**src/rtl/i2s_rx.sv**
```systemverilog
// ---------------------------------------------------------------------------
// i2s_rx -- I2S serial audio receiver with a first-word-fall-through FIFO.
//
// The external bit clock, word select and data are synchronized into the
// wb_clk_i domain. Bits are taken on each bclk rising edge, so wb_clk_i must
// run at least 4x faster than bclk. Words are assembled MSB-first and pushed
// into the sample FIFO together with the channel they belong to.
//
// Ports
//   wb_clk_i, wb_rst_i   system clock, asynchronous active-high reset
//   enable               receiver enable; low discards any partial word
//   i2s_bclk/lrclk/din   asynchronous I2S inputs (lrclk: 0 = left, 1 = right)
//   rx_data, rx_chan     FIFO head sample and its channel (0 when empty)
//   rx_valid, rx_ready   FIFO output handshake
//   fifo_level           current FIFO occupancy
//   overflow, ovf_clr    sticky dropped-word flag and its clear
//   o_dbg_state          receiver FSM state (0 DISABLED, 1 SYNC, 2 RUN)
//
// Handshake: a sample is transferred on every wb_clk_i rising edge where
// rx_valid and rx_ready are both high. rx_valid does not depend on
// rx_ready, and rx_data/rx_chan are stable while rx_valid is high and no
// transfer has taken place.
// ---------------------------------------------------------------------------
module i2s_rx #(
    parameter int DATA_W = 16,
    parameter int DEPTH  = 8
) (
    input  logic                     wb_clk_i,
    input  logic                     wb_rst_i,
    input  logic                     enable,
    input  logic                     i2s_bclk,
    input  logic                     i2s_lrclk,
    input  logic                     i2s_din,
    output logic [DATA_W-1:0]        rx_data,
    output logic                     rx_chan,
    output logic                     rx_valid,
    input  logic                     rx_ready,
    output logic [$clog2(DEPTH):0]   fifo_level,
    output logic                     overflow,
    input  logic                     ovf_clr,
    output logic [1:0]               o_dbg_state
);

    localparam int AW = $clog2(DEPTH);
    localparam int CW = $clog2(DATA_W + 1);
    localparam logic [CW-1:0] FULL_CNT = CW'(DATA_W);
    localparam logic [AW:0]   FULL_LVL = (AW + 1)'(DEPTH);

    typedef enum logic [1:0] {
        ST_DISABLED = 2'd0,
        ST_SYNC     = 2'd1,
        ST_RUN      = 2'd2
    } state_t;

    // ---------------- input synchronizers ----------------
    logic r_bclk_s1, r_bclk_s2, r_bclk_d;
    logic r_lr_s1, r_lr_s2;
    logic r_din_s1, r_din_s2;

    always_ff @(posedge wb_clk_i or posedge wb_rst_i) begin
        if (wb_rst_i) begin
            r_bclk_s1 <= 1'b0;
            r_bclk_s2 <= 1'b0;
            r_bclk_d  <= 1'b0;
            r_lr_s1   <= 1'b0;
            r_lr_s2   <= 1'b0;
            r_din_s1  <= 1'b0;
            r_din_s2  <= 1'b0;
        end else begin
            r_bclk_s1 <= i2s_bclk;
            r_bclk_s2 <= r_bclk_s1;
            r_bclk_d  <= r_bclk_s2;
            r_lr_s1   <= i2s_lrclk;
            r_lr_s2   <= r_lr_s1;
            r_din_s1  <= i2s_din;
            r_din_s2  <= r_din_s1;
        end
    end

    logic w_strobe;
    assign w_strobe = r_bclk_s2 & ~r_bclk_d;

    // ---------------- word assembly FSM ----------------
    state_t            r_state;
    logic [DATA_W-1:0] r_shift;
    logic [CW-1:0]     r_cnt;
    logic              r_lr_d;
    // lr_d only means something once a strobe has loaded it; until then a
    // mismatch against its reset value is not a real channel boundary.
    logic              r_lr_seen;
    logic              r_push;
    logic [DATA_W-1:0] r_push_data;
    logic              r_push_chan;

    logic              w_lr_chg;
    logic              w_room;
    logic [DATA_W-1:0] w_shift_in;
    logic [DATA_W-1:0] w_final_word;
    logic [CW-1:0]     w_final_cnt;
    logic [CW-1:0]     w_pad;
    logic [DATA_W-1:0] w_aligned;

    assign w_lr_chg     = r_lr_s2 != r_lr_d;
    assign w_room       = r_cnt < FULL_CNT;
    assign w_shift_in   = {r_shift[DATA_W-2:0], r_din_s2};
    // The boundary strobe still carries the last bit of the word (one-bit
    // delay), unless the word is already full.
    assign w_final_word = w_room ? w_shift_in : r_shift;
    assign w_final_cnt  = w_room ? r_cnt + 1'b1 : r_cnt;
    // Short words are left-aligned with zero LSBs.
    assign w_pad        = FULL_CNT - w_final_cnt;
    assign w_aligned    = w_final_word << w_pad;

    always_ff @(posedge wb_clk_i or posedge wb_rst_i) begin
        if (wb_rst_i) begin
            r_state     <= ST_DISABLED;
            r_shift     <= '0;
            r_cnt       <= '0;
            r_lr_d      <= 1'b0;
            r_lr_seen   <= 1'b0;
            r_push      <= 1'b0;
            r_push_data <= '0;
            r_push_chan <= 1'b0;
        end else begin
            r_push <= 1'b0;
            if (w_strobe) begin
                r_lr_d    <= r_lr_s2;
                r_lr_seen <= 1'b1;
            end
            if (!enable) begin
                r_state <= ST_DISABLED;
                r_shift <= '0;
                r_cnt   <= '0;
            end else begin
                case (r_state)
                    ST_DISABLED: r_state <= ST_SYNC;
                    ST_SYNC: begin
                        // The boundary bit itself belongs to the word we
                        // missed, so it is dropped.
                        if (w_strobe && r_lr_seen && w_lr_chg) begin
                            r_state <= ST_RUN;
                        end
                    end
                    ST_RUN: begin
                        if (w_strobe) begin
                            if (w_lr_chg) begin
                                r_push      <= 1'b1;
                                r_push_data <= w_aligned;
                                r_push_chan <= r_lr_d;
                                r_shift     <= '0;
                                r_cnt       <= '0;
                            end else if (w_room) begin
                                r_shift <= w_shift_in;
                                r_cnt   <= r_cnt + 1'b1;
                            end
                        end
                    end
                    default: r_state <= ST_DISABLED;
                endcase
            end
        end
    end

    assign o_dbg_state = r_state;

    // ---------------- sample FIFO (first-word fall-through) ----------------
    logic [DATA_W:0] r_mem [DEPTH];
    logic [AW-1:0]   r_wptr;
    logic [AW-1:0]   r_rptr;
    logic [AW:0]     r_level;
    logic            r_ovf;

    logic            w_full;
    logic            w_pop;
    logic            w_wr;
    logic            w_drop;
    logic [DATA_W:0] w_head;

    assign w_full = r_level == FULL_LVL;
    assign w_pop  = rx_valid & rx_ready;
    // A pop in the same cycle frees the slot the push needs.
    assign w_wr   = r_push & (~w_full | w_pop);
    assign w_drop = r_push & w_full & ~w_pop;
    assign w_head = r_mem[r_rptr];

    always_ff @(posedge wb_clk_i) begin
        if (w_wr) begin
            r_mem[r_wptr] <= {r_push_chan, r_push_data};
        end
    end

    always_ff @(posedge wb_clk_i or posedge wb_rst_i) begin
        if (wb_rst_i) begin
            r_wptr  <= '0;
            r_rptr  <= '0;
            r_level <= '0;
            r_ovf   <= 1'b0;
        end else begin
            if (w_wr) begin
                r_wptr <= r_wptr + 1'b1;
            end
            if (w_pop) begin
                r_rptr <= r_rptr + 1'b1;
            end
            case ({w_wr, w_pop})
                2'b10:   r_level <= r_level + 1'b1;
                2'b01:   r_level <= r_level - 1'b1;
                default: r_level <= r_level;
            endcase
            // A new drop wins over a clear in the same cycle.
            if (w_drop) begin
                r_ovf <= 1'b1;
            end else if (ovf_clr) begin
                r_ovf <= 1'b0;
            end
        end
    end

    // Head is masked while empty so stale memory never shows on the outputs.
    assign rx_valid   = r_level != '0;
    assign rx_data    = rx_valid ? w_head[DATA_W-1:0] : '0;
    assign rx_chan    = rx_valid ? w_head[DATA_W] : 1'b0;
    assign fifo_level = r_level;
    assign overflow   = r_ovf;

endmodule

```
**config.mk**
```make
export PLATFORM = sky130hd
export DESIGN_NAME = i2s_rx
export DESIGN_NICKNAME = d
export VERILOG_FILES = /design/src/rtl/i2s_rx.sv
export SDC_FILE = /design/constraint.sdc
export NUM_CORES = 1
export LEC_CHECK = 0
export BUFFER_PORTS_ARGS = -buffer_cell sky130_fd_sc_hd__buf_2
export CORE_ASPECT_RATIO = 2
export CORE_MARGIN = 4
export CORE_UTILIZATION = 35
export DETAILED_ROUTE_END_ITERATION = 8
export GPL_TIMING_DRIVEN = 0
export SKIP_CTS_REPAIR_TIMING = 1
export SLEW_MARGIN = 15
export SYNTH_ARGS = -nofsm -noshare
export SYNTH_HDL_FRONTEND = slang
export SYNTH_SLANG_ARGS = --single-unit
```
**constraint.sdc**
```tcl
create_clock -name wb_clk_i -period 7.3 [get_ports wb_clk_i]
set_input_delay 0.73 -clock wb_clk_i [delete_from_list [all_inputs] [get_ports wb_clk_i]]
set_output_delay 0.73 -clock wb_clk_i [all_outputs]
set_load 0.05 [all_outputs]
```
==> results.yml, run 1 <==
clock_network:
  numCtsBuffers: 17
  clock_path_buffers: 2
  cts_sinks: 197
  clk-insertion-delay-late_ps: 440
  cts_max_level: 4
  cts_tree: "built"
  clk_pin_slew_ps: 70
  cts_root_buf: "clkbuf_16"
die:
  dieWidth_um: 118.2
  dieArea_um2: 26980
  start_util_pct: 35.51
  coreArea_um2: 23920
  die_h_um: 228.3
  fp-row-count: 80
  pin_count: 33
cells_and_area:
  num-fill-cells: 2126
  drive_above_1_share_pct: 23.58
  seq_area_um2: 5610
  fin_nets: 635
  multi_input_area_um2: 2731
  syn2layout_area_growth_pct: 15.79
  antenna-diode-count: 0
  stdcell_count: 923
power_and_ir_drop:
  p_leak_nw: 3.673
  power_density_nw_per_um2: 330.2
  ir_drop_mv: 0.1398
job:
  drv_cap: 0
logic_synthesis:
  ys.flop_type: "edfxtp_1"
  async_flop_share_pct: 30.96
  syn_nets: 574
  synthTopCellsByArea: "edfxtp_1 (48%), dfrtp_1 (18%), mux4_2 (9.5%)"
  synth_edf_count: 136
  ys_seq_area_share_pct: 66.05
  synth_cell_types: 55
  yosysTopAreaCell: "edfxtp_1"
  yosys.cell_count.top_type: "edfxtp_1"
  syn_area_um2: 8494
  synth_warnings: 0
  synthCells: 562
  synth_commonest_cells: "edfxtp_1 (136), nor2_1 (64), dfrtp_1 (61), mux2i_1 (40), nand2_1 (38)"
  synth_seq_cells: 197
  synth_top_area_share_pct: 48.08
  avgSynthCellArea_um2: 15.11
hold_path:
  worstHoldPathCells: 0
  min_from: "r_din_s1$_DFF_PP0_"
  hold_end: "r_din_s2$_DFF_PP0_"
  hold_class: "register to register"
global_routing:
  track_usage_pct: 14.24
  globalRouteOverflowTotal: 0
  grt_pass1_vias: 5327
  grt_pass1_wl_um: 29490
  grt_max_degree: 62
  antenna_found_initial: 0
timing:
  final_max_slew_viol_count: 0
  setup_tns_ps: 0
  relSlewSlack_pct: 34.58
  tightestPinTransition_ps: 981.3
  period_share_pct: 49.03
  setup_viol: 0
  hold_viol: 0
  fin_crit_ps: 3579
  rsz0062_at_grt: "no"
  fin_worst_skew_ps: 14.73
  fmax_ghz: 0.2794
detailed_routing:
  drt_iter0_drc: 265
  routed_wl_um: 18530
  drtAntennaViolNets: 0
  drtPass1Iterations: 6
  vias_per_cell: 5.324
  vias: 4914
  wl_per_cell_um: 20.07
  drc: 0
setup_path:
  cp.depth: 6
  endpoint_kind: "output port"
  r2r-start: "r_cnt[1]$_DFFE_PP0P_"
  crit_top_cell: "buf_2"
  cp_slowest_cell: "mux4_2"
  crit_chain: "clkbuf_1 > buf_2 > mux4_2 > mux2i_1 > nor2_1 > buf_2"
  ff2ff_setup_slack_ps: 4440
  cp_data_arrival_time_ps: 2850
  cp.required_ps: 6570
  worst-path-buf-inv: 3
  critical_path_class: "register to output port"
  critPathLaunchType: "register"
  rr_endpoint: "r_push_data[14]$_DFFE_PP0P_"
  reg2regPathDepth: 8
  crit_family: "buffers and inverters"
  cp_slowest_stage_delay_ps: 560
  path_max_fanout: 10
placement:
  portBuffers: 32
  place_inst: 891
  gp_congestion: 0.8373
  place_hpwl_um: 13950
status:
  status: "finished clean"
## worst register-to-register path, cell delays in order (launching register included)
cell and delay, ps:
dfrtp_1 450, ha_1 290, clkbuf_2 190, nor4b_1 350
a311oi_2 100, xnor2_2 400, mux2i_1 370, mux2i_1 240
a221o_1 360
## per-layer routing
metal  track usage (%)  wire (um)
met3             2.724        557
met2             28.71      11210
met5                 0          0
met4             6.899        731
met1             13.17       6030
## power breakdown
part	leakage (nW)	switching, mW	internal (mW)
sequential	2.10	0.0237	1.21
clock	0.316	0.416	0.647
combinational	1.26	0.634	0.320
total	3.67	1.07	2.17
## cell type report
cell class                 instances  area share [%]
inverter                           9          0.3689
clock inverter                    14           2.493
buffer                            31           1.463
multi-input combinational        325           27.77
tap                              287           3.651
timing repair buffer              42           2.850
sequential                       197           57.04
clock buffer                      18           4.363
## state kept, by name (all words and copies together) (netlist names), 2 cells and up
name and flops:
r_shift 16, fifo_level 4, r_rptr 3, o_dbg_state 2, r_wptr 3, r_push_data 16
r_cnt 5, r_mem 136
## cell families after synthesis
| logic type | Yosys count | synth area share (%) |
|---|---|---|
| AND/OR/NAND/NOR | 138 | 7.262 |
| multiplexers | 84 | 15.32 |
| XOR/XNOR | 12 | 1.414 |
| adder cells (fa/ha/maj) | 4 | 0.5892 |
| buffers and inverters | 40 | 2.092 |
| flip-flops | 197 | 66.05 |
| AO/OA/AOI/OAI | 87 | 7.277 |
## stage by stage
stage               cell area (um^2)  util, %  worst slack, ps  total power [mW]  hold WS, ps
floorplan                       8494        -             4103             2.007        331.2
global placement                9014    37.68             3084             2.221        337.0
detailed placement              9161    38.30             4077             2.233        337.0
CTS                             9836    41.11             3600             3.288        353.1
global route                    9836    41.11             3510             3.391        356.9
finish                          9836    41.11             3721             3.248        350.8
## worst max-delay path by stage
stage               slack [ps]                      start                    end
CTS                       3600      r_rptr[0]$_DFFE_PP0N_            rx_data[12]
floorplan                 4100  fifo_level[1]$_DFFE_PP0P_  r_mem[0][0]$_DFFE_PP_
global placement          3080                   rx_ready  r_mem[0][7]$_DFFE_PP_
finish                    3720      r_rptr[0]$_DFFE_PP0N_            rx_data[12]
global route              3510      r_rptr[0]$_DFFE_PP0N_            rx_data[12]
detailed placement        4080      r_rptr[2]$_DFFE_PP0N_            rx_data[12]
## layout by cell type (no fill, tap or decap), drive strengths merged, types with 13 or more instances in the layout
master,Yosys,routed
edfxtp,136,136
nor2,64,64
dfrtp,61,61
buf,17,59
mux2i,40,40
nand2,38,38
mux4,36,36
clkbuf,14,32
a21oi,20,20
a22o,18,18
o21ai,18,18
inv,9,13
(Power assumes the default switching activity.)
==> run 2: changes to the inputs <==
==> constraint.sdc (replaced) <==
create_clock -name wb_clk_i -period 3.1 [get_ports wb_clk_i]
set_input_delay 0.31 -clock wb_clk_i [delete_from_list [all_inputs] [get_ports wb_clk_i]]
set_output_delay 0.31 -clock wb_clk_i [all_outputs]
set_load 0.05 [all_outputs]
==> run 2 against run 1 <==
The flow now finishes with violations (negative hold slack); sequential cell count unchanged; critical path depth unchanged; final area decreased by 0.50%; worst setup slack got worse by 3600 ps; sequential power increased by 140%; global-route usage decreased by 0.24 points; via count decreased by 1.5%; clock skew decreased by 3.7 ps; utilization decreased by 0.20 points; power increased by 130%; cell count decreased by 0.22%; combinational power increased by 140%.
==> results.yml, run 2 (synthesis results as in run 1) <==
timing:
  holdWs_ps: -0.5030
  setup_viol: 0
  period_share_pct: 94.52
  fmax_ghz: 0.3413
  setup_slack_ps: 169.7
  hold_viol: 1
  fin_worst_skew_ps: 11.01
  tightestPinTransition_ps: 782.1
  final_max_slew_viol_count: 0
  relSlewSlack_pct: 47.86
  fin_crit_ps: 2930
  rsz0062_at_grt: "no"
setup_path:
  critical_path_class: "register to output port"
  cp.depth: 6
  crit_top_cell: "buf_2"
  cp_slowest_cell: "mux4_2"
  endpoint_kind: "output port"
  worst-path-buf-inv: 3
  ff2ff_setup_slack_ps: 230
  cp_data_arrival_time_ps: 2620
  crit_chain: "clkbuf_2 > buf_2 > mux4_2 > mux2i_1 > nor2_1 > buf_2"
  crit_family: "buffers and inverters"
  path_max_fanout: 10
  crit_end: "rx_data[12]"
  cp_slowest_stage_delay_ps: 550
  rr_endpoint: "r_push_data[14]$_DFFE_PP0P_"
  cp.required_ps: 2790
  crit_path_start: "r_rptr[0]$_DFFE_PP0N_"
  reg2regPathDepth: 8
  critPathLaunchType: "register"
  r2r-start: "r_cnt[1]$_DFFE_PP0P_"
cells_and_area:
  seq_area_um2: 5610
  syn2layout_area_growth_pct: 15.22
  fin_nets: 633
  multi_input_area_um2: 2759
  stdcell_area_um2: 9787
  num-fill-cells: 2128
  stdcell_count: 921
  mostFrequentLayoutCell: "edfxtp_1"
  largest_reg_flops: 136
  layout_common_cells: "edfxtp_1 (136), dfrtp_1 (61), nor2_1 (58)"
  drive_above_1_share_pct: 23.82
  regMostFlops: "r_mem"
  antenna-diode-count: 0
  reg.largest.list: "r_mem x136, r_push_data x16, r_shift x16"
global_routing:
  grt_pass1_wl_um: 29010
  grt_pass1_vias: 5197
  globalRouteOverflowTotal: 0
  grt_max_degree: 62
  track_usage_pct: 14.01
  antenna_found_initial: 0
placement:
  dp_slack_ps: 293.3
  placed_cell_area_um2: 9133
  place_hpwl_um: 13170
  place_inst: 886
  portBuffers: 32
  gp_congestion: 0.8570
detailed_routing:
  vias_per_cell: 5.256
  drt_iter0_drc: 223
  drtPass1Iterations: 4
  wl_per_cell_um: 19.76
  drc: 0
  routed_wl_um: 18200
  drtAntennaViolNets: 0
  vias: 4841
power_and_ir_drop:
  p_switching_mw: 2.538
  power_density_nw_per_um2: 759.2
  power.share.switching_pct: 34.16
  p_comb_share_pct: 30.3
  ir_drop_mv: 0.3112
  pwr-share-seq_pct: 39.0
  fin_total_pwr_mw: 7.430
  p_leak_nw: 3.643
  clock_power_share_pct: 30.7
  p_int_mw: 4.892
hold_path:
  hold_class: "input port to async pin"
clock_network:
  cts_root_buf: "clkbuf_16"
  clk-insertion-delay-late_ps: 440
  cts_max_level: 4
  cts_sinks: 197
  clk_pin_slew_ps: 70
  numCtsBuffers: 17
  clock_path_buffers: 2
  cts_tree: "built"
die:
  die_h_um: 228.3
  dieArea_um2: 26980
  coreArea_um2: 23920
  pin_count: 33
  dieWidth_um: 118.2
  start_util_pct: 35.51
  fp-row-count: 80
status:
  status: "finished with violations"
  violations: "negative hold slack"
job:
  drv_cap: 0
## run 2: cell types whose count changed in the layout (fill, tap and decap cells not counted), sizes merged
| cell | change |
|---|---|
| buf | -7 |
| clkinvlp | -2 |
| clkbuf | +1 |
| clkinv | +3 |
| inv | +3 |
| dlygate4sd3 | +3 |
| bufinv | -3 |
## run 2: per-stage QoR
stage	TNS [ps]	util [%]	hold WS, ps
6_report	0	40.91	-0.5030
4_1_cts	-703.2	40.75	-51.23
3_5_place_dp	0	38.17	338.5
3_3_place_gp	-17770	37.72	335.8
2_1_floorplan	0	-	331.2
5_1_grt	0	40.91	35.03
## run 2: worst min path at each step
stage / from / to / slack [ps] / depth (start not counted)
global route: ovf_clr / overflow$_DFFE_PP0P_ / 40 / 2
finish: wb_rst_i / o_dbg_state[0]$_DFFE_PP0P_ / -0.5 / 2
floorplan: r_bclk_s1$_DFF_PP0_ / r_bclk_s2$_DFF_PP0_ / 330 / 0
detailed placement: r_lr_s1$_DFF_PP0_ / r_lr_s2$_DFF_PP0_ / 340 / 0
CTS: i2s_lrclk / r_lr_s1$_DFF_PP0_ / -50 / 1
global placement: r_din_s1$_DFF_PP0_ / r_din_s2$_DFF_PP0_ / 340 / 0
## run 2: layout make-up
cell class	count	share of cell area (%)
flip-flops and latches	197	57.33
multi-input cells	325	28.19
clock buffers	17	4.347
well taps	287	3.669
repair buffers	40	2.595
clock inverters	15	1.943
plain buffers	31	1.560
inverters	9	0.3707
## run 2: power by group through the flow
| stage | Sequential [mW] | Clock (mW) | Combinational (mW) |
|---|---|---|---|
| final | 2.90 | 2.28 | 2.25 |
| after detailed placement | 2.95 | 0 | 2.30 |
| after global placement | 2.95 | 0 | 2.28 |
| after CTS | 2.90 | 2.33 | 2.30 |
| after floorplan | 3.02 | 0 | 1.71 |
| after global routing | 2.90 | 2.45 | 2.43 |
## run 2: per-layer routing
metal  part of all wire [%]  wire (um)  GRT usage (%)
met3                    2.2        396          2.576
met2                     61      11130          28.07
met5                      0          0              0
met1                     34       6217          13.44
met4                    2.5        452          6.202
==> run 3: changes to the inputs <==
--- a/config.mk
+++ b/config.mk
@@ -8,9 +8,10 @@
 export BUFFER_PORTS_ARGS = -buffer_cell sky130_fd_sc_hd__buf_2
 export CORE_ASPECT_RATIO = 2
 export CORE_MARGIN = 4
-export CORE_UTILIZATION = 35
+export CORE_UTILIZATION = 55
 export DETAILED_ROUTE_END_ITERATION = 8
 export GPL_TIMING_DRIVEN = 0
+export PLACE_DENSITY = 0.75
 export SKIP_CTS_REPAIR_TIMING = 1
 export SLEW_MARGIN = 15
 export SYNTH_ARGS = -nofsm -noshare
==> constraint.sdc (replaced) <==
create_clock -name wb_clk_i -period 2.65 [get_ports wb_clk_i]
set_input_delay 0.53 -clock wb_clk_i [delete_from_list [all_inputs] [get_ports wb_clk_i]]
set_output_delay 0.53 -clock wb_clk_i [all_outputs]
set_load 0.05 [all_outputs]
==> run 3 against run 2 <==
The flow finishes with violations (negative setup slack); register-to-register slack got worse by 240 ps; utilization increased by 27 points; final area rose by 4.8%; non-clock buffer count is 32 higher; sequential cell count unchanged; die area decreased by 35%; hold slack better by 200 ps; sequential share of layout area decreased by 2.6 points; highest routed layer unchanged.
==> results.yml, run 3 (synthesis results as in run 1) <==
global_routing:
  track_usage_pct: 22.25
  grt_max_degree: 62
  grt_pass1_wl_um: 28500
  grt_pass1_vias: 5299
  antenna_found_initial: 0
  globalRouteOverflowTotal: 0
die:
  dieWidth_um: 95.88
  die_h_um: 183.8
  start_util_pct: 55.83
  dieArea_um2: 17620
  coreArea_um2: 15210
  pin_count: 33
  fp-row-count: 64
cells_and_area:
  layout_common_cells: "edfxtp_1 (136), nor2_1 (58), dfrtp_1 (58)"
  largest_reg_flops: 136
  stdcell_area_um2: 10260
  syn2layout_area_growth_pct: 20.77
  antenna-diode-count: 0
  fin_nets: 665
  mostFrequentLayoutCell: "edfxtp_1"
  drive_above_1_share_pct: 29.43
  regMostFlops: "r_mem"
  reg.largest.list: "r_mem x136, r_push_data x16, r_shift x16"
status:
  status: "finished with violations"
  violations: "negative setup slack"
clock_network:
  clk-insertion-delay-late_ps: 440
  cts_sinks: 197
  clock_path_buffers: 2
  cts_root_buf: "clkbuf_16"
  numCtsBuffers: 17
  clk_pin_slew_ps: 70
  cts_tree: "built"
  cts_max_level: 4
timing:
  fin_crit_ps: 2736
  setup_tns_ps: -1015
  fmax_ghz: 0.3654
  rsz0062_at_grt: "yes"
  relSlewSlack_pct: 50.68
  final_max_slew_viol_count: 0
  setup_viol: 24
  setup_slack_ps: -86.49
  hold_viol: 0
  fin_worst_skew_ps: 11.34
  tightestPinTransition_ps: 739.8
  period_share_pct: 103.3
setup_path:
  rr_endpoint: "r_mem[5][8]$_DFFE_PP_"
  crit_top_cell: "buf_12"
  cp_slowest_cell: "mux4_2"
  critPathLaunchType: "register"
  ff2ff_setup_slack_ps: -10
  r2r-start: "fifo_level[1]$_DFFE_PP0P_"
  cp_data_arrival_time_ps: 2210
  crit_family: "multiplexers"
  cp.required_ps: 2120
  worst-path-buf-inv: 4
  critical_path_class: "register to output port"
  crit_chain: "buf_8 > buf_12 > buf_12 > mux4_2 > mux2i_1 > nor2_1 > buf_6"
  reg2regPathDepth: 8
  path_max_fanout: 6
  endpoint_kind: "output port"
  cp_slowest_stage_delay_ps: 510
hold_path:
  worstHoldPathCells: 1
  hold_class: "input port to register"
  hold_end: "r_din_s1$_DFF_PP0_"
  min_from: "i2s_din"
power_and_ir_drop:
  clock_power_share_pct: 27.6
  p_comb_share_pct: 35.6
  power_density_nw_per_um2: 916.9
  p_switching_mw: 3.216
  p_leak_nw: 3.923
  power.share.switching_pct: 34.19
  p_int_mw: 6.190
  pwr-share-seq_pct: 36.8
  ir_drop_mv: 0.5879
detailed_routing:
  vias_per_cell: 5.968
  drt_iter0_drc: 361
  routed_wl_um: 19230
  drtAntennaViolNets: 0
  drc: 0
  vias: 5156
  wl_per_cell_um: 22.25
  drtPass1Iterations: 5
placement:
  portBuffers: 32
  gp_congestion: 0.8270
  placed_cell_area_um2: 9069
  place_hpwl_um: 12860
job:
  drv_cap: 0
[run 3: changes by cell type in the layout (fill, tap and decap cells not counted), sizes merged]
| cell | before | now |
|---|---|---|
| buf | 52 | 89 |
| bufinv | 3 | 1 |
| clkbuf | 33 | 31 |
| clkinv | 3 | 4 |
| dlygate4sd3 | 3 | 0 |
| inv | 16 | 17 |
[run 3: worst max path at each step]
stage	start	cells past startpoint	slack, ps	to
3_3_place_gp	fifo_level[1]$_DFFE_PP0P_	7	-590	r_mem[6][7]$_DFFE_PP_
3_5_place_dp	r_rptr[0]$_DFFE_PP0N_	6	-260	rx_data[12]
5_1_grt	fifo_level[1]$_DFFE_PP0P_	8	-210	r_mem[5][9]$_DFFE_PP_
4_1_cts	r_rptr[0]$_DFFE_PP0N_	6	-720	rx_data[12]
6_report	r_rptr[0]$_DFFE_PP0N_	7	-90	rx_chan
2_1_floorplan	fifo_level[1]$_DFFE_PP0P_	7	-100	r_mem[6][0]$_DFFE_PP_
[run 3: final cells by class]
cell class	instances	area [um^2]
fill	1031	4956
buffer	29	210.2
inverter	9	36.28
multi-input combinational	325	2793
tap	198	247.7
clock buffer	17	425.4
sequential	197	5614
clock inverter	15	180.2
timing repair buffer	74	752.0
[run 3: through the flow]
| step | util [%] | instances | setup slack [ps] | total power [mW] | hold WS, ps |
|---|---|---|---|---|---|
| after detailed placement | 59.61 | 800 | -261.5 | 6.091 | 335.8 |
| final | 67.43 | 864 | -86.49 | 9.406 | 196.3 |
| after global placement | 58.58 | 792 | -593.5 | 6.059 | 332.8 |
| after CTS | 63.59 | 832 | -715.1 | 8.640 | 184.6 |
| after global routing | 67.43 | 864 | -209.6 | 9.778 | 180.6 |
| after floorplan | - | 562 | -95.26 | 5.529 | 331.2 |
[run 3: metal layers]
layer  vias to the layer above  part of all wire (%)  track usage (%)  wire length (um)
li1                       2338                     -                -                 -
met1                      2636                    34            23.48              6492
met2                       144                    59            41.52             11430
met3                        38                   3.0            4.056               580
met4                         0                   3.8            9.977               725
met5                         -                     0                0                 0
[run 3: power groups by stage]
| stage | combinational [mW] | sequential [mW] | clock [mW] |
|---|---|---|---|
| final | 3.35 | 3.46 | 2.59 |
| after global placement | 2.61 | 3.45 | 0 |
| after detailed placement | 2.63 | 3.46 | 0 |
| after CTS | 2.65 | 3.39 | 2.60 |
| after global routing | 3.54 | 3.47 | 2.77 |
| after floorplan | 2.00 | 3.53 | 0 |
